==> config.mk <==
export PLATFORM = sky130hd
export DESIGN_NAME = sram_cim_row_writer
export DESIGN_NICKNAME = d
export VERILOG_FILES = /design/src/rtl/sram_cim_row_writer.sv
export SDC_FILE = /design/constraint.sdc
export NUM_CORES = 1
export LEC_CHECK = 0
export BUFFER_PORTS_ARGS = -buffer_cell sky130_fd_sc_hd__buf_2
export CAP_MARGIN = 0
export CORE_ASPECT_RATIO = 1.2
export CORE_MARGIN = 5
export CORE_UTILIZATION = 43
export CTS_BUF_LIST = sky130_fd_sc_hd__clkbuf_16
export DETAILED_ROUTE_END_ITERATION = 8
export GPL_ROUTABILITY_DRIVEN = 1
export GPL_TIMING_DRIVEN = 0
export MAX_ROUTING_LAYER = met4
export PLACE_DENSITY = 0.68
export SLEW_MARGIN = 10
export SYNTH_ARGS = -nofsm -noshare
export SYNTH_HDL_FRONTEND = slang
export SYNTH_SLANG_ARGS = --single-unit
==> constraint.sdc <==
create_clock -name clk -period 7.51 [get_ports clk]
set_clock_uncertainty 0.1 [all_clocks]
set_input_delay 1.1265 -clock clk [delete_from_list [all_inputs] [get_ports clk]]
set_output_delay 1.1265 -clock clk [all_outputs]
set_load 0.05 [all_outputs]
==> src/rtl/sram_cim_row_writer.sv <==
// rtl/sram_cim_row_writer.sv - packs input words into a row and commits it to the CIM SRAM macro
// Optional read-back check of the committed row is enabled by defining WRITE_VERIFY_EN.
module sram_cim_row_writer #(
    parameter int ROW_W     = 192,
    parameter int WORD_W    = 32,
    parameter int ADDR_W    = 8,
    parameter int NSEL      = 16,
    parameter int SETUP_CYC = 1,
    parameter int WRT_CYC   = 2
) (
    input  logic              clk,
    input  logic              rst_n,
    input  logic              in_valid,
    output logic              in_ready,
    input  logic [WORD_W-1:0] in_data,
    input  logic [ADDR_W-1:0] in_addr,
    input  logic [NSEL-1:0]   in_sel,
    input  logic              abort,
`ifdef WRITE_VERIFY_EN
    output logic              cim_rd,
    input  logic [ROW_W-1:0]  rd_q,
    output logic              verify_err,
`endif
    output logic [ADDR_W-1:0] cim_a,
    output logic [ROW_W-1:0]  cim_d,
    output logic [NSEL-1:0]   cim_sel,
    output logic              cim_reg_en,
    output logic              cim_col_en,
    output logic              cim_wrt,
    output logic              busy,
    output logic              done
);

    localparam int NWORDS = ROW_W / WORD_W;
    localparam int WC_W   = (NWORDS > 1) ? $clog2(NWORDS) : 1;
    localparam int PC_MAX = (SETUP_CYC > WRT_CYC) ? SETUP_CYC : WRT_CYC;
    localparam int PC_W   = (PC_MAX > 1) ? $clog2(PC_MAX) : 1;
    localparam logic [WC_W-1:0] LAST_WORD  = WC_W'(NWORDS - 1);
    localparam logic [PC_W-1:0] SETUP_LAST = PC_W'(SETUP_CYC - 1);
    localparam logic [PC_W-1:0] WRT_LAST   = PC_W'(WRT_CYC - 1);

    localparam logic [2:0] S_IDLE   = 3'd0;
    localparam logic [2:0] S_FILL   = 3'd1;
    localparam logic [2:0] S_SETUP  = 3'd2;
    localparam logic [2:0] S_WRITE  = 3'd3;
    localparam logic [2:0] S_HOLD   = 3'd4;
    localparam logic [2:0] S_VERIFY = 3'd5;

    logic [2:0]        state_q, state_d;
    logic [WC_W-1:0]   wcnt_q, wcnt_d;
    logic [PC_W-1:0]   pcnt_q, pcnt_d;
    logic [ROW_W-1:0]  row_q, row_d;
    logic [ADDR_W-1:0] addr_q, addr_d;
    logic [NSEL-1:0]   sel_q, sel_d;
    logic              done_q, done_d;
    logic              verr_q, verr_d;
    logic              accept;

    always_ff @(posedge clk or negedge rst_n) begin
        if (!rst_n) begin
            state_q <= S_IDLE;
            wcnt_q  <= '0;
            pcnt_q  <= '0;
            row_q   <= '0;
            addr_q  <= '0;
            sel_q   <= '0;
            done_q  <= 1'b0;
            verr_q  <= 1'b0;
        end else begin
            state_q <= state_d;
            wcnt_q  <= wcnt_d;
            pcnt_q  <= pcnt_d;
            row_q   <= row_d;
            addr_q  <= addr_d;
            sel_q   <= sel_d;
            done_q  <= done_d;
            verr_q  <= verr_d;
        end
    end

    always_comb begin
        state_d = state_q;
        wcnt_d  = wcnt_q;
        pcnt_d  = pcnt_q;
        row_d   = row_q;
        addr_d  = addr_q;
        sel_d   = sel_q;
        done_d  = 1'b0;
        verr_d  = verr_q;
        accept  = in_valid && !abort && (state_q == S_IDLE || state_q == S_FILL);
        // Abort leaves the row buffer and address untouched; only control state unwinds.
        if (abort && state_q != S_IDLE) begin
            state_d = S_IDLE;
            wcnt_d  = '0;
            pcnt_d  = '0;
        end else begin
            case (state_q)
                S_IDLE: if (accept) begin
                    row_d[WORD_W-1:0] = in_data;
                    addr_d = in_addr;
                    sel_d  = in_sel;
                    verr_d = 1'b0;
                    if (NWORDS == 1) begin
                        state_d = S_SETUP;
                        pcnt_d  = '0;
                    end else begin
                        state_d = S_FILL;
                        wcnt_d  = WC_W'(1);
                    end
                end
                S_FILL: if (accept) begin
                    row_d[int'(wcnt_q)*WORD_W +: WORD_W] = in_data;
                    if (wcnt_q == LAST_WORD) begin
                        wcnt_d  = '0;
                        pcnt_d  = '0;
                        state_d = S_SETUP;
                    end else begin
                        wcnt_d = wcnt_q + WC_W'(1);
                    end
                end
                S_SETUP: if (pcnt_q == SETUP_LAST) begin
                    pcnt_d  = '0;
                    state_d = S_WRITE;
                end else begin
                    pcnt_d = pcnt_q + PC_W'(1);
                end
                S_WRITE: if (pcnt_q == WRT_LAST) begin
                    pcnt_d  = '0;
                    state_d = S_HOLD;
                end else begin
                    pcnt_d = pcnt_q + PC_W'(1);
                end
`ifdef WRITE_VERIFY_EN
                S_HOLD: begin
                    pcnt_d  = '0;
                    state_d = S_VERIFY;
                end
                S_VERIFY: if (pcnt_q == '0) begin
                    pcnt_d = PC_W'(1);
                end else begin
                    pcnt_d  = '0;
                    state_d = S_IDLE;
                    done_d  = 1'b1;
                    if (rd_q != row_q) verr_d = 1'b1;
                end
`else
                S_HOLD: begin
                    state_d = S_IDLE;
                    done_d  = 1'b1;
                end
`endif
                default: state_d = S_IDLE;
            endcase
        end
    end

    always_comb begin
        in_ready   = (state_q == S_IDLE) || (state_q == S_FILL);
        busy       = (state_q != S_IDLE);
        done       = done_q;
        cim_reg_en = (state_q == S_SETUP) || (state_q == S_WRITE) || (state_q == S_HOLD);
        cim_col_en = (state_q == S_WRITE);
        cim_wrt    = (state_q == S_WRITE);
        cim_a      = addr_q;
        cim_sel    = sel_q;
        // Inverted so that the inverting readout path returns the original words.
        cim_d      = ~row_q;
`ifdef WRITE_VERIFY_EN
        cim_rd     = (state_q == S_VERIFY) && (pcnt_q == '0);
        verify_err = verr_q;
`endif
    end

    logic unused_verr;
    assign unused_verr = verr_q;

endmodule

==> results.md, run 1 <==
* Status: complete, no violations
* Post-Syn Nets at 787
* Setup_tns at 0 ns
* Clock transition at the registers of the reported paths at 0.06 ns
* Hold Fails Final Rpt at 0
* DRC at 0
* Reg area at 0.005605 mm2
* Area occupied by multi-input gates at 0.002793 mm2
* Int Power at 2.261 mW
* Netlist cell types at 33
* Antenna violations before repair at 0
* Sequential-to-total area share from yosys stat at 60.21%
* Avg WL per Cell at 16.70 um
* Fin. max-slew vios at 0
* Number of synthesized flops with an enable pin at 0
* Part of the cycle the worst path needs at 41.57%
* Clk Latency, worst-skew pair at 0.50 ns
* Post-synth ARST share at 100.0%
* Row count at 59
* CTS buffer count at 23
* Pin count of the biggest net entering global routing at 109
* GRT Util Overall at 18.19%
* WP data arrival at 3.40 ns
* H-tree levels at 1
* Worst EP required at 7.79 ns
* Max Fclk at 320.4 MHz
* Remaining antenna violation count at 0
* Routability Congestion at 0.7602
* Die Wd at 144.3 um
* CTS resizes at 0
* Synth Instances at 723
* Worst setup EP type: register
* Nets at 1095
* Cts-stage hold buffer count at 0
* Routed vias at 6128
* R2R cell count at 9
* Mean Syn Cell Area at 12.88 um2
* Pwr per Cell Area at 309.8 mW/mm2
* Clock root buffer: clkbuf_16
* DR vias/cell at 4.646
* Starting DRT DRC Count at 233
* Post-CTS setup buffers at 0
* I/O Buffers at 281
* Peak VDD IR at 0.2220 mV
* Core area at 0.02148 mm2
* Leakage at 5.867 nW
* Sw Share at 38.16%
* Post-synthesis register bit count at 224
* Worst setup SP type: register
* Die Height at 171.2 um
* Final wirelength at 22020 um
* Hold crit path type: in2async
* Comb power frac at 31.2%
* Most used DFF post-synth: dfrtp_1
* Slew @ Worst Pin at 0.7134 ns
* Setup violations, final at 0
* Filler cell count at 1877
* Dpl hpwl at 15780 um
* Die area at 0.02471 mm2
* DP Area at 0.01112 mm2
* Headroom to the max-slew limit at 52.44%
* Initial core utilization at 43.34%
* RSZ-0062 raised after global routing: false
* Final min period at 3.122 ns
* Clock Power Share at 28.7%
* Clock Path Buffers at 3
* CP Class: reg2reg
* Share of cells above drive strength 1 at 51.96%
* Synth-to-Final Area Change at 26.76%
* Flop pwr share at 40.1%
* I/O Pins at 282
* Pre-Repair DR Iteration Count at 4
* Syn Std Cell Area at 0.009310 mm2
* Fin area at 0.01180 mm2
* Synth Warn # at 0
* Maxcap violations at 0
* CP Max Fanout at 10
* Clock Sinks at 224
* Switching power total at 1.395 mW
* Antenna Cells at 0
* CTS tree: done
* Most frequent cells in the layout: buf_2 (292), dfrtp_1 (224), mux2_2 (202)
* Commonest non-fill, non-tap cell in the layout: buf_2
* GRT Residual Overflow at 0
* Vias in the first global route at 6456
* First-pass GRT wire length at 34400 um
[cells by family (layout without fill, tap and decap cells)]
family                   after synthesis  after routing  share of synthesized area [%]
AND/OR/NAND/NOR                       40             40                          2.446
flip-flops                           224            224                          60.21
buffers and inverters                224            546                          9.797
AO/OA/AOI/OAI                         17             17                          1.156
adder cells (fa/ha/maj)                4              4                         0.5376
multiplexers                         214            214                          25.86
[power by group through the flow]
stage / Clock (mW) / Sequential, mW / Combinational [mW]
final: 1.05 / 1.47 / 1.14
after global routing: 1.13 / 1.49 / 1.21
after global placement: 0 / 1.48 / 1.14
after CTS: 1.09 / 1.47 / 1.16
after detailed placement: 0 / 1.49 / 1.16
after floorplan: 0 / 1.56 / 0.776
[worst max-delay path, stage by stage, from the launching register on]
cell,delay (ns)
dfrtp_1,0.38
clkbuf_1,0.30
inv_1,0.13
ha_1,0.22
ha_1,0.29
nor2_1,0.09
nand4_1,0.09
a21oi_1,0.59
buf_2,0.42
mux2_2,0.38
[layer usage]
metal | vias up | track usage (%) | routed length [um]
met5 | - | - | 0
met4 | 0 | 4.868 | 557
met3 | 34 | 3.615 | 1569
met2 | 179 | 30.40 | 10960
met1 | 3022 | 22.71 | 8934
li1 | 2893 | - | -
[final timing paths]
path	slack (ns)	startpoint	end
worst min register to register	0.38	row_q[137]$_DFFE_PN0P_	row_q[137]$_DFFE_PN0P_
worst max register to register	4.39	wcnt_q[0]$_DFFE_PN0P_	row_q[21]$_DFFE_PN0P_
min in group clk	0.38	row_q[137]$_DFFE_PN0P_	row_q[137]$_DFFE_PN0P_
worst max-delay path	4.39	wcnt_q[0]$_DFFE_PN0P_	row_q[21]$_DFFE_PN0P_
worst min-delay path	0.35	rst_n	row_q[148]$_DFFE_PN0P_
max in group asynchronous	6.21	rst_n	cim_a[6]$_DFFE_PN0P_
[layout make-up]
cell class	instances	share of cell area (%)
repair buffers	283	12.47
inverters	196	6.234
multi-input cells	275	23.66
clock buffers	23	4.877
flip-flops and latches	224	47.50
well taps	274	2.905
plain buffers	28	1.495
clock inverters	16	0.8588
[cell usage after synthesis, types with 2 or more instances]
master / number / area share [%]
nand3b_1: 2 / 0.16
and3_1: 2 / 0.13
buf_6: 3 / 0.36
nor4b_1: 3 / 0.28
mux2_2: 202 / 24
clkbuf_1: 4 / 0.16
nand3_1: 3 / 0.16
mux2i_1: 2 / 0.22
o21ai_0: 6 / 0.32
buf_4: 9 / 0.73
mux2_1: 10 / 1.2
and3b_1: 2 / 0.19
nor3_1: 2 / 0.11
nand2_1: 8 / 0.32
nand4_1: 3 / 0.20
inv_1: 196 / 7.9
buf_2: 12 / 0.65
a21oi_1: 4 / 0.22
ha_1: 4 / 0.54
nor2_1: 10 / 0.40
dfrtp_1: 224 / 60
[sequential cells by signal, summed over array words and instances (netlist names)]
signal / flops
done: 1
cim_sel: 16
row_q: 192
state_q: 3
cim_a: 8
pcnt_q: 1
wcnt_q: 3
[per-stage QoR]
step                      utilization, %  power (mW)  cells  setup slack, ns  hold WS [ns]
final                              54.94       3.656   1319            4.388        0.3476
after global routing               54.94       3.825   1319            4.143        0.3447
after CTS                          54.94       3.710   1319            4.269        0.3348
after detailed placement           51.79       2.643   1280            4.111        0.3754
after global placement             51.48       2.620   1278            1.250        0.3634
after floorplan                        -       2.336    723            4.542        0.3498
Power figures use the tool's default switching activity.
==> run 2: changes to the inputs <==
--- a/config.mk
+++ b/config.mk
@@ -5,6 +5,7 @@
 export SDC_FILE = /design/constraint.sdc
 export NUM_CORES = 1
 export LEC_CHECK = 0
+export ABC_AREA = 1
 export BUFFER_PORTS_ARGS = -buffer_cell sky130_fd_sc_hd__buf_2
 export CAP_MARGIN = 0
 export CORE_ASPECT_RATIO = 1.2
@@ -15,7 +16,7 @@
 export GPL_ROUTABILITY_DRIVEN = 1
 export GPL_TIMING_DRIVEN = 0
 export MAX_ROUTING_LAYER = met4
-export PLACE_DENSITY = 0.68
+export PLACE_DENSITY = 0.67
 export SLEW_MARGIN = 10
 export SYNTH_ARGS = -nofsm -noshare
 export SYNTH_HDL_FRONTEND = slang
==> constraint.sdc (replaced) <==
create_clock -name clk -period 3 [get_ports clk]
set_clock_uncertainty 0.1 [all_clocks]
set_input_delay 0.45 -clock clk [delete_from_list [all_inputs] [get_ports clk]]
set_output_delay 0.45 -clock clk [all_outputs]
set_load 0.05 [all_outputs]
==> results.md, run 2 <==
* Fin area at 0.01232 mm2
* Flop pwr share at 32.2%
* Status: complete, no violations
* Pre-Repair DR Iteration Count at 5
* Largest family of logic cells by synthesized area: simple AND/OR/NAND/NOR gates
* Die area at 0.02603 mm2
* H-tree levels at 1
* Nets at 1595
* Worst path max stage delay at 0.47 ns
* Final wirelength at 30910 um
* XOR/XNOR Fraction of Synth Area at 0%
* Worst setup EP type: register
* Synth Instances at 1223
* Int Power at 6.628 mW
* GRT Util Overall at 24.19%
* Hold crit path type: in2reg
* Synth Warn # at 0
* Initial core utilization at 43.71%
* Maxcap violations at 0
* Worst setup SP type: register
* Clk Latency, worst-skew pair at 0.50 ns
* Routability Congestion at 0.9026
* Post-synthesis register bit count at 224
* Complex-gate fraction of the synthesized area at 4.563%
* Fin. max-slew vios at 0
* Vias in the first global route at 8972
* First-pass GRT wire length at 48500 um
* Switching power total at 6.894 mW
* Count leader, synth: nand2_1
* Adder-Cell Fraction of Synth Area at 0.5084%
* Leakage at 6.541 nW
* CTS buffer count at 23
* CP Max Fanout at 10
* Remaining antenna violation count at 0
* Post-synth ARST share at 100.0%
* Crit-path leading delay family: simple AND/OR/NAND/NOR gates
* CP Buf/Inv Count at 3
* Pwr per Cell Area at 1098 mW/mm2
* I/O Buffers at 280
* I/O Pins at 282
* DP Area at 0.01166 mm2
* Die Height at 175.8 um
* Antenna violations before repair at 0
* Antenna Cells at 0
* Headroom to the max-slew limit at 59.81%
* Core area at 0.02252 mm2
* Netlist cell types at 28
* Commonest non-fill, non-tap cell in the layout: nand2_1
* Mean Syn Cell Area at 8.049 um2
* Part of the cycle the worst path needs at 94.57%
* Peak VDD IR at 0.8090 mV
* WP data arrival at 3.17 ns
* Starting DRT DRC Count at 519
* Post-Syn Nets at 1287
* Most instantiated cells after synthesis: nand2_1 (455), dfrtp_1 (224), inv_1 (222), nand3_1 (114), o21ai_0 (68)
* Critical path's slowest cell: nor3_2
* Setup_tns at 0 ns
* Post-synthesis simple-gate area fraction at 26.45%
* Slew @ Worst Pin at 0.6028 ns
* Avg WL per Cell at 16.94 um
* Syn Std Cell Area at 0.009844 mm2
* Final min period at 2.837 ns
* Share of cells above drive strength 1 at 23.95%
* Area leader, netlist: dfrtp_1
* Sw Share at 50.98%
* Pin count of the biggest net entering global routing at 93
* Dpl hpwl at 22930 um
* RSZ-0062 raised after global routing: true
* Most frequent cells in the layout: nand2_1 (454), buf_2 (305), dfrtp_1 (224)
* Synth-to-Final Area Change at 25.10%
* Multiplexer area fraction after synthesis at 0%
* Cells along the critical path: buf_4, inv_4, ha_1, ha_1, nor2_2, nand2_1, nor3_2, buf_2, nand2_1, nand2_1
* Sequential-to-total area share from yosys stat at 56.94%
* Share of the synthesized area in the top cell type at 56.94%
* CTS tree: done
* Max reg flops at 192
* GRT Residual Overflow at 0
* Clock root buffer: clkbuf_16
* Hold Fails Final Rpt at 0
* Clock transition at the registers of the reported paths at 0.06 ns
* Clock Sinks at 224
* Most flop-heavy register: row_q
* DRC at 0
* Setup violations, final at 0
* DR vias/cell at 4.837
* Comb power frac at 49.0%
* Clock Power Share at 18.7%
* Row count at 60
* Die Wd at 148.1 um
* Most used DFF post-synth: dfrtp_1
* Routed vias at 8823
* CP Class: reg2reg
* Clock Path Buffers at 3
* Min Hold Slack at 0.08158 ns
* Top cells by area in the synthesized netlist: dfrtp_1 (57%), nand2_1 (17%), inv_1 (8.5%)
* Max Fclk at 352.5 MHz
* CP dominant cell by count: nand2_1
* Number of synthesized flops with an enable pin at 0
* Worst EP required at 3.33 ns
## run 2: final cells by class
class | instances | area, um2
inverters | 229 | 864.6
clock buffers | 23 | 575.6
plain buffers | 55 | 272.8
flip-flops and latches | 224 | 5605
multi-input cells | 715 | 3105
well taps | 279 | 349.1
repair buffers | 283 | 1476
clock inverters | 16 | 66.31
fillers | 2188 | 10210
## run 2: worst min-delay path: stages
cell and delay (ns):
buf_2 0.08, nand3_1 0.06, nand2_1 0.06
## run 2: cells by family (layout without fill, tap and decap cells)
group,after synthesis,count (layout)
DFF,224,224
AOI/OAI and AO/OA,85,85
buffers and inverters,284,606
adders and majority gates,4,4
and+or+nand+nor,626,626
## run 2: path summary, 6_finish.rpt
kind,start,end,slack (ns),cells after the start
worst max-delay path,wcnt_q[0]$_DFFE_PN0P_,row_q[93]$_DFFE_PN0P_,0.16,10
worst min-delay path,in_sel[4],cim_sel[4]$_DFFE_PN0P_,0.08,3
worst max register to register,wcnt_q[0]$_DFFE_PN0P_,row_q[93]$_DFFE_PN0P_,0.16,10
worst min register to register,row_q[28]$_DFFE_PN0P_,row_q[28]$_DFFE_PN0P_,0.37,2
max in group asynchronous,rst_n,cim_a[4]$_DFFE_PN0P_,1.61,3
min in group asynchronous,rst_n,row_q[160]$_DFFE_PN0P_,0.36,2
## run 2: through the flow
stage / power (mW) / utilization [%] / setup WS (ns) / instances
6_report: 13.52 / 54.68 / 0.1628 / 1824
5_1_grt: 14.26 / 54.68 / -0.06602 / 1824
4_1_cts: 13.61 / 54.67 / 0.09038 / 1824
3_5_place_dp: 11.04 / 51.77 / 0.1164 / 1784
3_3_place_gp: 10.95 / 51.48 / -2.612 / 1782
2_1_floorplan: 9.298 / - / 0.7607 / 1223
## run 2: power by group through the flow
stage | combinational [mW] | sequential, mW | clock, mW
6_report | 6.63 | 4.36 | 2.53
4_1_cts | 6.66 | 4.36 | 2.58
3_5_place_dp | 6.65 | 4.39 | 0
3_3_place_gp | 6.56 | 4.38 | 0
5_1_grt | 7.10 | 4.47 | 2.69
2_1_floorplan | 4.42 | 4.88 | 0
## run 2: what timing repair did
| item | in CTS | in global routing |
|---|---|---|
| endpoints found under the setup margin | 0 | 98 |
| hold buffers | 1 | 0 |
| gates resized for setup | 0 | 3 |
| hold endpoints to repair | 55 | 0 |
| buffers inserted | 0 | 0 |
## run 2: routing by layer
| metal | vias to the layer above | part of all wire (%) | global-route usage, % | routed length (um) |
|---|---|---|---|---|
| met5 | - | 0 | - | 0 |
| met4 | 0 | 3.0 | 7.085 | 932 |
| met3 | 61 | 7.2 | 3.690 | 2230 |
| met2 | 343 | 49 | 40.98 | 15090 |
| met1 | 4122 | 41 | 30.19 | 12660 |
| li1 | 4297 | - | - | - |
